File: src/rtl/display_pkg.sv
// Shared types and defaults for the multiplexed 7-segment display scheduler.
package display_pkg;

    localparam int unsigned DISP_W           = 16;
    localparam int unsigned DIGIT_W          = 4;
    localparam int unsigned N_REQ_DEF        = 3;
    localparam int unsigned HOLD_CYCLES_DEF  = 50_000_000;
    localparam int unsigned BLANK_CYCLES_DEF = 5_000_000;
    localparam int unsigned CNT_W_DEF        = 26;

    typedef enum logic [1:0] {IDLE, SHOW, BLANK} state_t;

endpackage

File: src/rtl/rr_arbiter.sv
// Round-robin search: first requesting source after ptr, wrapping around.
module rr_arbiter #(
    parameter int unsigned N_REQ = 3,
    parameter int unsigned PTR_W = $clog2(N_REQ)
) (
    input  logic [N_REQ-1:0] req,
    input  logic [PTR_W-1:0] ptr,
    output logic [PTR_W-1:0] winner,
    output logic             any_req
);

    int unsigned idx;

    always_comb begin
        winner  = '0;
        any_req = 1'b0;
        idx     = 0;
        for (int unsigned k = 1; k <= N_REQ; k++) begin
            idx = (32'(ptr) + k) % N_REQ;
            if (!any_req && req[idx[PTR_W-1:0]]) begin
                any_req = 1'b1;
                winner  = idx[PTR_W-1:0];
            end
        end
    end

endmodule

File: src/rtl/display_scheduler.sv
// Arbitrates requesters onto one 4-digit display: hold, blank gap,
// and urgent preemption by source 0. All outputs are registered.
module display_scheduler
    import display_pkg::*;
#(
    parameter int unsigned N_REQ        = N_REQ_DEF,
    parameter int unsigned HOLD_CYCLES  = HOLD_CYCLES_DEF,
    parameter int unsigned BLANK_CYCLES = BLANK_CYCLES_DEF,
    parameter int unsigned CNT_W        = CNT_W_DEF
) (
    input  logic                    clk0,
    input  logic                    rst,
    input  logic [N_REQ-1:0]        req,
    input  logic [DISP_W*N_REQ-1:0] data,
    output logic [DISP_W-1:0]       disp_val,
    output logic                    disp_ena,
    output logic [N_REQ-1:0]        gnt,
    output logic [2:0]              cur_src,
    output logic                    done
);

    localparam int unsigned PTR_W = $clog2(N_REQ);
    localparam logic [CNT_W-1:0] HOLD_LOAD  = CNT_W'(HOLD_CYCLES - 1);
    localparam logic [CNT_W-1:0] BLANK_LOAD = CNT_W'(BLANK_CYCLES - 1);
    localparam logic [N_REQ-1:0] ONE        = N_REQ'(1);

    state_t             state_q, state_d;
    logic [CNT_W-1:0]   cnt_q, cnt_d;
    logic [PTR_W-1:0]   ptr_q, ptr_d;
    logic [DISP_W-1:0]  disp_val_q, disp_val_d;
    logic               disp_ena_q, disp_ena_d;
    logic [N_REQ-1:0]   gnt_q, gnt_d;
    logic [2:0]         cur_src_q, cur_src_d;
    logic               done_q, done_d;

    logic [PTR_W-1:0]   winner;
    logic               any_req;
    logic               load;
    logic [PTR_W-1:0]   load_idx;

    rr_arbiter #(
        .N_REQ (N_REQ),
        .PTR_W (PTR_W)
    ) u_arb (
        .req     (req),
        .ptr     (ptr_q),
        .winner  (winner),
        .any_req (any_req)
    );

    always_comb begin
        state_d    = state_q;
        cnt_d      = cnt_q;
        ptr_d      = ptr_q;
        disp_val_d = disp_val_q;
        disp_ena_d = disp_ena_q;
        gnt_d      = '0;
        cur_src_d  = cur_src_q;
        done_d     = 1'b0;
        load       = 1'b0;
        load_idx   = winner;

        unique case (state_q)
            IDLE: begin
                if (any_req) begin
                    load = 1'b1;
                end
            end
            SHOW: begin
                if (cur_src_q != '0 && req[0]) begin
                    load     = 1'b1;
                    load_idx = '0;
                end else if (cnt_q == '0) begin
                    disp_ena_d = 1'b0;
                    if (BLANK_CYCLES > 0) begin
                        state_d = BLANK;
                        cnt_d   = BLANK_LOAD;
                    end else begin
                        state_d = IDLE;
                        cnt_d   = '0;
                    end
                end else begin
                    cnt_d  = cnt_q - 1'b1;
                    // done is registered, so raise it one cycle ahead to land on cnt==0
                    done_d = (cnt_q == CNT_W'(1));
                end
            end
            BLANK: begin
                if (cnt_q == '0) begin
                    state_d = IDLE;
                end else begin
                    cnt_d = cnt_q - 1'b1;
                end
            end
            default: state_d = IDLE;
        endcase

        if (load) begin
            state_d    = SHOW;
            cnt_d      = HOLD_LOAD;
            disp_val_d = data[DISP_W*32'(load_idx) +: DISP_W];
            cur_src_d  = 3'(load_idx);
            gnt_d      = ONE << load_idx;
            ptr_d      = load_idx;
            disp_ena_d = 1'b1;
            done_d     = (HOLD_CYCLES == 1);
        end
    end

    always_ff @(posedge clk0 or posedge rst) begin
        if (rst) begin
            state_q    <= IDLE;
            cnt_q      <= '0;
            ptr_q      <= PTR_W'(N_REQ - 1);
            disp_val_q <= '0;
            disp_ena_q <= 1'b0;
            gnt_q      <= '0;
            cur_src_q  <= '0;
            done_q     <= 1'b0;
        end else begin
            state_q    <= state_d;
            cnt_q      <= cnt_d;
            ptr_q      <= ptr_d;
            disp_val_q <= disp_val_d;
            disp_ena_q <= disp_ena_d;
            gnt_q      <= gnt_d;
            cur_src_q  <= cur_src_d;
            done_q     <= done_d;
        end
    end

    assign disp_val = disp_val_q;
    assign disp_ena = disp_ena_q;
    assign gnt      = gnt_q;
    assign cur_src  = cur_src_q;
    assign done     = done_q;

endmodule

File: config.mk
export PLATFORM = sky130hd
export DESIGN_NAME = display_scheduler
export DESIGN_NICKNAME = d
export VERILOG_FILES = /design/src/rtl/display_pkg.sv /design/src/rtl/rr_arbiter.sv /design/src/rtl/display_scheduler.sv
export SDC_FILE = /design/constraint.sdc
export NUM_CORES = 1
export LEC_CHECK = 0
export CAP_MARGIN = 20
export CORE_MARGIN = 3
export CORE_UTILIZATION = 46
export CTS_BUF_LIST = sky130_fd_sc_hd__clkbuf_2
export CTS_CLUSTER_DIAMETER = 40
export DETAILED_ROUTE_END_ITERATION = 10
export GPL_TIMING_DRIVEN = 0
export PLACE_DENSITY_LB_ADDON = 0.05
export RECOVER_POWER = 50
export SLEW_MARGIN = 20
export SYNTH_ARGS = -nofsm -noshare
export SYNTH_HDL_FRONTEND = slang
export SYNTH_HIERARCHICAL = 1
export SYNTH_SLANG_ARGS = --single-unit
File: constraint.sdc
create_clock -name clk0 -period 7.9 [get_ports clk0]
set_input_delay 1.185 -clock clk0 [delete_from_list [all_inputs] [get_ports clk0]]
set_output_delay 1.185 -clock clk0 [all_outputs]
set_load 0.03 [all_outputs]
==> Yosys cells after proc, flatten, opt, wreduce, memory -nomap -nowiden <==
Cells that the tools add are included.
{ "totals": {"regBits": 53, "input_bits": 53, "out_inout_bits": 24, "elab_cells": 79} }
{ "classes": {"n_addsub": 4, "div_mod_pow": 3, "order_cmp": 3, "n_eq_ne": 9, "shift": 2, "muxes": 36, "reduce_logical": 14} }
{ "ops": {"columns": ["op", "n"], "rows": [
  ["26-bit 2-to-1 mux", 4],
  ["32-bit by 2-bit modulo with 32-bit output (second input constant)", 3],
  ["26-bit case mux with 2 select lines", 1],
  ["48-bit by 7-bit indexed part select with 16-bit output", 1],
  ["26-bit by 1-bit == test with 1-bit output (second input constant)", 1],
  ["26-bit logical NOT", 1],
  ["26-bit by 1-bit subtractor with 26-bit output (second input constant)", 1],
  ["2-bit 2-to-1 mux", 9],
  ["1-bit 2-to-1 mux", 16],
  ["3-bit != test (second input constant)", 4],
  ["2-bit by 3-bit less-than comparator with 1-bit output (second input constant)", 3],
  ["2-bit by 2-bit adder with 3-bit output (second input constant)", 2],
  ["1-bit binary-select mux with 2-bit select", 3],
  ["2-bit case mux with 3 select lines", 1],
  ["3-bit AND reduction", 2],
  ["3-bit nonzero test", 2],
  ["2-bit != test (second input constant)", 2],
  ["4-bit AND reduction", 1],
  ["2-bit nonzero test", 2],
  ["2-bit by 1-bit adder with 3-bit output (second input constant)", 1],
  ["1-bit logical AND", 3],
  ["3-bit 2-to-1 mux", 1],
  ["1-bit by 2-bit << shifter with 3-bit output (first input constant)", 1],
  ["2-bit by 1-bit == test with 1-bit output (second input constant)", 1],
  ["4 further kinds", 5]
]} }

==> Depth between registers and ports, before layout <==
Gate-level depths: netlist of run 1.
{ "logic_depth": {"depth_word": 15, "depth_mapped": 11, "ltp_nobuf": 10} }

==> Hierarchy <==
The synthesis of run 1 kept the hierarchy.
{ "by_module_without_submodules": {"columns": ["module", "instances", "cells_per_inst", "area_each_um2", "seq_area_each_um2"], "rows": [
  ["display_scheduler", 1, 331, 3015.4, 1302.5],
  ["rr_arbiter", 1, 20, 131.4, 0.0]
]} }

==> Worst setup path after synthesis of run 1 <==
No wires, ideal clock.
{ "synth_timing": {"kind": "in2reg", "startpoint": "input req[1]", "endpoint": "register cnt_q[7]", "arrival_ns": 2.840, "slack_ns": 4.983, "path_stages": 8, "path_buffers": 0, "cell_sequence": "o32a_1 o21ai_1 a21oi_1 nor2_1 nor2_1 nor2_1 or4_1 a21oi_1"} }
{ "synth_between": {"elab_chain_len": 13} }
{ "synth_rtl": {"columns": ["element", "line_no", "text"], "rows": [
  ["start, declared", "display_scheduler.sv:13", "input logic [N_REQ-1:0] req,"],
  ["1-bit binary-select mux with 2-bit select", "rr_arbiter.sv:20", "if (!any_req && req[idx[PTR_W-1:0]]) begin"],
  ["1-bit 2-to-1 mux (not written as such)", "rr_arbiter.sv:20", null],
  ["1-bit 2-to-1 mux", "rr_arbiter.sv:20", null],
  ["1-bit logical NOT", "rr_arbiter.sv:20", null],
  ["1-bit logical AND", "rr_arbiter.sv:20", null],
  ["1-bit 2-to-1 mux", "rr_arbiter.sv:20", null],
  ["1-bit logical NOT", "rr_arbiter.sv:20", null],
  ["1-bit logical AND", "rr_arbiter.sv:20", null],
  ["1-bit 2-to-1 mux (*)", "rr_arbiter.sv:20", null],
  ["via any_req", "display_scheduler.sv:37", "logic any_req;"],
  ["1-bit 2-to-1 mux (*)", "display_scheduler.sv:65", "if (any_req) begin"],
  ["1-bit case mux with 2 select lines (*)", "display_scheduler.sv:63", "unique case (state_q)"],
  ["3-bit != test (no line) / 3-bit nonzero test (equally long branches)", null, null],
  ["3-bit AND reduction (no line)", null, null],
  ["end signal, assigned", "display_scheduler.sv:122", "cnt_q <= cnt_d;"],
  ["end, declared", "display_scheduler.sv:28", "logic [CNT_W-1:0] cnt_q, cnt_d;"]
]} }
The timed path passes the listed nets; every way through them passes the cells marked *. The select of a mux whose other input is x is not followed.
A chain may end at the register's enable or synchronous reset.

==> Worst setup path after layout of run 1 <==
{ "layout_timing": {"startpoint": "input req[1]", "endpoint": "register cnt_q[14]"} }
Same word-level chain as after synthesis.

==> impl_metrics.json, run 1 <==
{
  "setup_viol_count_final": 0,
  "tns_ns": 0,
  "arrival_ns": 4.01,
  "rows": 29,
  "numCtsBuffers": 5,
  "drive_gt1_frac": 0.0624,
  "ys_types": 59,
  "path_delay_family": "compound AO/OA/AOI/OAI gates",
  "drc": 0,
  "post-dp-hpwl_mm": 6.86,
  "syn_inst": 351,
  "cts_tree": "done",
  "path_common_cell": "a21oi_1",
  "worstMarginPinSlew_ns": 1.73,
  "rsz0062_at_grt": "false",
  "max_stage_delay_ns": 0.70,
  "yosys_register_bits": 52,
  "hold_path_class": "register to register",
  "regToRegStartpoint": "ptr_q[0]",
  "syn_area_mm2": 0.00315,
  "fillers": 572,
  "dieHeight_um": 88.7,
  "cts_setup_buffers": 0,
  "hold_end": "disp_val[11]",
  "max-slew-margin-rel": -0.152,
  "finalWirelength_mm": 9.24,
  "r2r_slack_ns": 4.50,
  "antennaDiodeCount": 0,
  "synthFlopType": "dfrtp_1",
  "worstHoldStart": "disp_val[11]",
  "synth_top_area_frac": 0.406,
  "syn_avg_cell_area_um2": 8.97,
  "async_flop_share": 1.00,
  "path_cells": "dlygate4sd3_1, o32a_1, o21ai_1, a21oi_1, nand2b_1, a21oi_1, clkbuf_1, a21oi_1, o31ai_1",
  "power.leakage_nw": 1.71,
  "via_count": 3180,
  "grt_pass1_vias": 3125,
  "timing.hold.ws_ns": 0.520,
  "p_per_area_mw_per_mm2": 111,
  "cp_slowest_cell": "a21oi_1",
  "grt_max_degree": 33,
  "grt.total_usage": 0.250,
  "viasPerCell": 6.24,
  "cts_hold_buf": 0,
  "max_clock_freq_mhz": 275,
  "port_buffers": 75,
  "period_needed_ns": 3.63,
  "ys_seq_area_frac": 0.414,
  "synth_edf_count": 0,
  "first_pass_iters": 5,
  "multi_input_area_mm2": 0.00166,
  "detail_route.wl_per_cell_um": 18.1,
  "clock_path_buffers": 2,
  "area_delta_synth_final_pct": 28.6,
  "worstPathBufferInverterCount": 2,
  "drt_iter0_drc": 301,
  "path_clk_slew_ns": 0.27,
  "worst-setup-path-type": "input port to register",
  "register_area_mm2": 0.00130,
  "regToRegEndpoint": "cnt_q[14]",
  "worst-path-max-fanout": 10,
  "ir_worst_vdd_mv": 0.0952,
  "cts_resized": 0,
  "violations": "capacitance limit, slew limit",
  "layout.nets": 491,
  "synth_warnings": 6,
  "synth_area_leader_cell": "dfrtp_1",
  "drv_slew": 33,
  "clock_skew_ns": 0.0118,
  "grt_overflow": 0,
  "start_kind": "input port",
  "clock-root-buffer": "clkbuf_2",
  "io_pins": 77,
  "synth_most_common_cell": "dfrtp_1",
  "grt_pass1_wl_mm": 15.4,
  "reg2reg_depth": 9,
  "synth_common_cells": "dfrtp_1 (51), nand2_1 (42), inv_1 (21)",
  "place.gp.congestion": 0.916,
  "antenna_found_initial": 0,
  "maxCapViolations": 1,
  "status": "finished with violations",
  "yosys-top-cells-area": "dfrtp_1 (41%), nand2_1 (5.0%), a222oi_1 (3.8%), o22ai_1 (3.2%), a21oi_1 (2.9%)",
  "initial_core_util": 0.484,
  "insertion_delay_ns": 0.44,
  "cp-end-kind": "register",
  "crit_required_ns": 8.28,
  "hold_viol_final": 0,
  "htreeDepth": 2,
  "dieArea_mm2": 0.00787,
  "period_share": 0.460,
  "core_area_mm2": 0.00649,
  "clock-sinks": 52,
  "postRouteAntennaNets": 0,
  "worstHoldPathCells": 2,
  "synth.net_count": 408,
  "fp.dieW_um": 88.7
}
==> flip-flops by register name, summed over array words and instances (netlist names) <==
register  count
ptr_q         2
disp_val     16
state_q       2
cur_src       1
cnt_q        26
disp_ena      1
gnt           3
done          1
==> worst max-delay path by stage <==
stage	slack (ns)	startpoint	endpoint	cells past startpoint
finish	4.27	req[1]	cnt_q[14]	9
global route	3.99	req[1]	cnt_q[14]	9
CTS	4.41	req[1]	cnt_q[14]	9
detailed placement	3.93	req[1]	cnt_q[14]	9
global placement	3.94	req[1]	cnt_q[14]	9
floorplan	4.98	req[1]	cnt_q[7]	8
==> worst min-delay path, stage by stage, from the launching register on <==
cell and delay, ns:
dfrtp_1 0.41, nand2_1 0.05, o21ai_0 0.06
==> metrics by stage <==
step                      utilization  cell area, µm²  worst slack, ns  power, mW  std cells
after global routing            0.623            4050             3.99      0.468        510
after floorplan                     -            3150             4.98      0.286        351
after CTS                       0.626            4070             4.41      0.453        510
final                           0.623            4050             4.27      0.451        510
after global placement          0.615            3990             3.94      0.316        503
after detailed placement        0.618            4010             3.93      0.318        504
==> logic make-up after synthesis <==
| family | count (synthesis) | synth area share |
|---|---|---|
| other cells | 1 | 0.00119 |
| buf+inv | 41 | 0.0569 |
| flops | 52 | 0.414 |
| fa+ha+maj | 5 | 0.0195 |
| compound gates | 125 | 0.280 |
| simple gates | 127 | 0.229 |
==> cell type report <==
type	count	area share
Sequential cell	52	0.322
Multi-Input combinational cell	258	0.410
Tap cell	77	0.0238
Timing Repair Buffer	76	0.186
Clock inverter	1	0.00742
Buffer	20	0.0247
Inverter	21	0.0195
Clock buffer	5	0.00618
==> metal layers <==
metal  up-vias  part of all wire  global-route usage
met3         9             0.061              0.0540
li1       1512                 -                   -
met5         -                 0                   0
met4         0            0.0080              0.0618
met2       112              0.48               0.396
met1      1547              0.45               0.349
==> placed cells by master, fill, tap and decap left out, types with 12 or more instances in the layout <==
cell | synthesis | layout
nor3_1 | 14 | 14
dfrtp_1 | 51 | 51
a21oi_1 | 18 | 18
o22ai_1 | 16 | 16
clkbuf_1 | 11 | 12
nand2_1 | 42 | 42
clkdlybuf4s50_1 | 0 | 65
nor2_1 | 17 | 17
inv_1 | 21 | 21
o21ai_0 | 15 | 16
a222oi_1 | 12 | 12
==> report_power, final <==
| part | internal (mW) | switching [mW] |
|---|---|---|
| Combinational | 0.0279 | 0.0174 |
| Sequential | 0.267 | 0 |
| Clock | 0.0501 | 0.0883 |
| Total | 0.345 | 0.106 |
No activity file was read; power rests on OpenSTA's default activity.
==> inputs of run 2 (changes only) <==
Clock period 7.9 ns to 2.9 ns, I/O delays scaled along.
==> impl_metrics.json, run 2 (synthesis gave the netlist of run 1 again) <==
{
  "antenna_found_initial": 0,
  "post-dp-hpwl_mm": 6.86,
  "grt_pass1_wl_mm": 15.4,
  "clock_path_buffers": 2,
  "final_common_cell": "clkdlybuf4s50_1",
  "insertion_delay_ns": 0.44,
  "initial_core_util": 0.484,
  "final_util": 0.635,
  "arrival_ns": 3.12,
  "clock-root-buffer": "clkbuf_2",
  "period_needed_ns": 2.78,
  "clock-sinks": 52,
  "largest_reg_flops": 26,
  "drv_slew": 0,
  "layout.nets": 491,
  "first_pass_iters": 5,
  "timing.hold.ws_ns": 0.494,
  "tns_ns": 0,
  "place.gp.congestion": 0.916,
  "hold_path_class": "input port to register",
  "io_pins": 77,
  "viasPerCell": 6.27,
  "start_kind": "register",
  "worst-setup-path-type": "register to register",
  "period_share": 0.958,
  "detail_route.wl_per_cell_um": 18.2,
  "ir_worst_vdd_mv": 0.258,
  "max-slew-margin-rel": 0.416,
  "via_count": 3199,
  "grt_pass1_vias": 3134,
  "core_area_mm2": 0.00649,
  "finalWirelength_mm": 9.29,
  "dieHeight_um": 88.7,
  "regMostFlops": "cnt_q",
  "dieArea_mm2": 0.00787,
  "status": "finished clean",
  "area_delta_synth_final_pct": 31.1,
  "max_clock_freq_mhz": 360,
  "grt_max_degree": 33,
  "crit_required_ns": 3.24,
  "p_per_area_mw_per_mm2": 297,
  "numCtsBuffers": 5,
  "antennaDiodeCount": 0,
  "cts_setup_buffers": 0,
  "drt_iter0_drc": 263,
  "cts_tree": "done",
  "most-common-layout-cells": "clkdlybuf4s50_1 (66), dfrtp_1 (50), nand2_1 (42), inv_1 (21)",
  "drive_gt1_frac": 0.0970,
  "path_clk_slew_ns": 0.26,
  "fp.dieW_um": 88.7,
  "cts_hold_buf": 0,
  "port_buffers": 75,
  "fin_ws_ns": 0.121,
  "power.leakage_nw": 1.74,
  "rsz0062_at_grt": "false",
  "drc": 0,
  "worstMarginPinSlew_ns": 0.874,
  "clock_skew_ns": 0.0102,
  "setup_viol_count_final": 0,
  "cp-end-kind": "register",
  "grt.total_usage": 0.250,
  "worst-path-max-fanout": 8,
  "maxCapViolations": 0,
  "htreeDepth": 2,
  "hold_viol_final": 0,
  "postRouteAntennaNets": 0,
  "grt_overflow": 0,
  "pre_cts_ws_ns": -0.398,
  "rows": 29
}
run 2: power breakdown:
group          total (mW)  switching [mW]  leakage, nW  internal, mW
Combinational       0.129          0.0497         1.05        0.0793
Sequential          0.727               0        0.654         0.727
Clock               0.371           0.234       0.0349         0.136
Total                1.23           0.284         1.74         0.943
run 2: stage by stage:
| step | cells | area (µm²) | power [mW] |
|---|---|---|---|
| 5_1_grt | 510 | 4130 | 1.28 |
| 2_1_floorplan | 351 | 3150 | 0.780 |
| 3_5_place_dp | 504 | 4010 | 0.867 |
| 4_1_cts | 510 | 4090 | 1.23 |
| 6_report | 510 | 4130 | 1.23 |
| 3_3_place_gp | 503 | 3990 | 0.861 |
run 2: path summary, 6_finish.rpt:
path	endpoint	slack (ns)	depth (start not counted)	startpoint
min in group asynchronous	cnt_q[5]	0.57	2	rst
max	cnt_q[19]	0.12	10	ptr_q[0]
max in group asynchronous	ptr_q[1]	1.60	3	rst
min reg2reg	disp_val[11]	0.52	2	disp_val[11]
max reg2reg	cnt_q[19]	0.12	10	ptr_q[0]
min	disp_val[2]	0.49	3	data[2]
run 2: final cells by class:
| type | instances | area [µm²] |
|---|---|---|
| Sequential cell | 52 | 1300 |
| Clock buffer | 5 | 25.0 |
| Fill cell | 560 | 2370 |
| Tap cell | 77 | 96.3 |
| Timing Repair Buffer | 76 | 771 |
| Inverter | 21 | 78.8 |
| Buffer | 20 | 109 |
| Clock inverter | 1 | 30.0 |
| Multi-Input combinational cell | 258 | 1710 |
run 2: routing by layer:
layer / vias up / part of all wire / GRT usage
met5: - / 0 / 0
met4: 0 / 0.0075 / 0.0591
met3: 8 / 0.071 / 0.0531
met2: 119 / 0.48 / 0.397
met1: 1560 / 0.44 / 0.348
li1: 1512 / - / -
run 2: worst max-delay path, cell delays in order, from the launching register on:
cell and delay [ns]:
dfrtp_2 0.49, inv_1 0.06, ha_1 0.38, o32a_1 0.37
o21ai_1 0.24, a21oi_4 0.09, nor2_1 0.21, nor2_4 0.10
nor4_4 0.49, or3_1 0.18, nand3_1 0.07
run 2: timing repair:
item,4_1_cts,5_1_grt
gates resized for setup,6,15
endpoints found under the hold margin,0,0
setup endpoints to repair,42,37
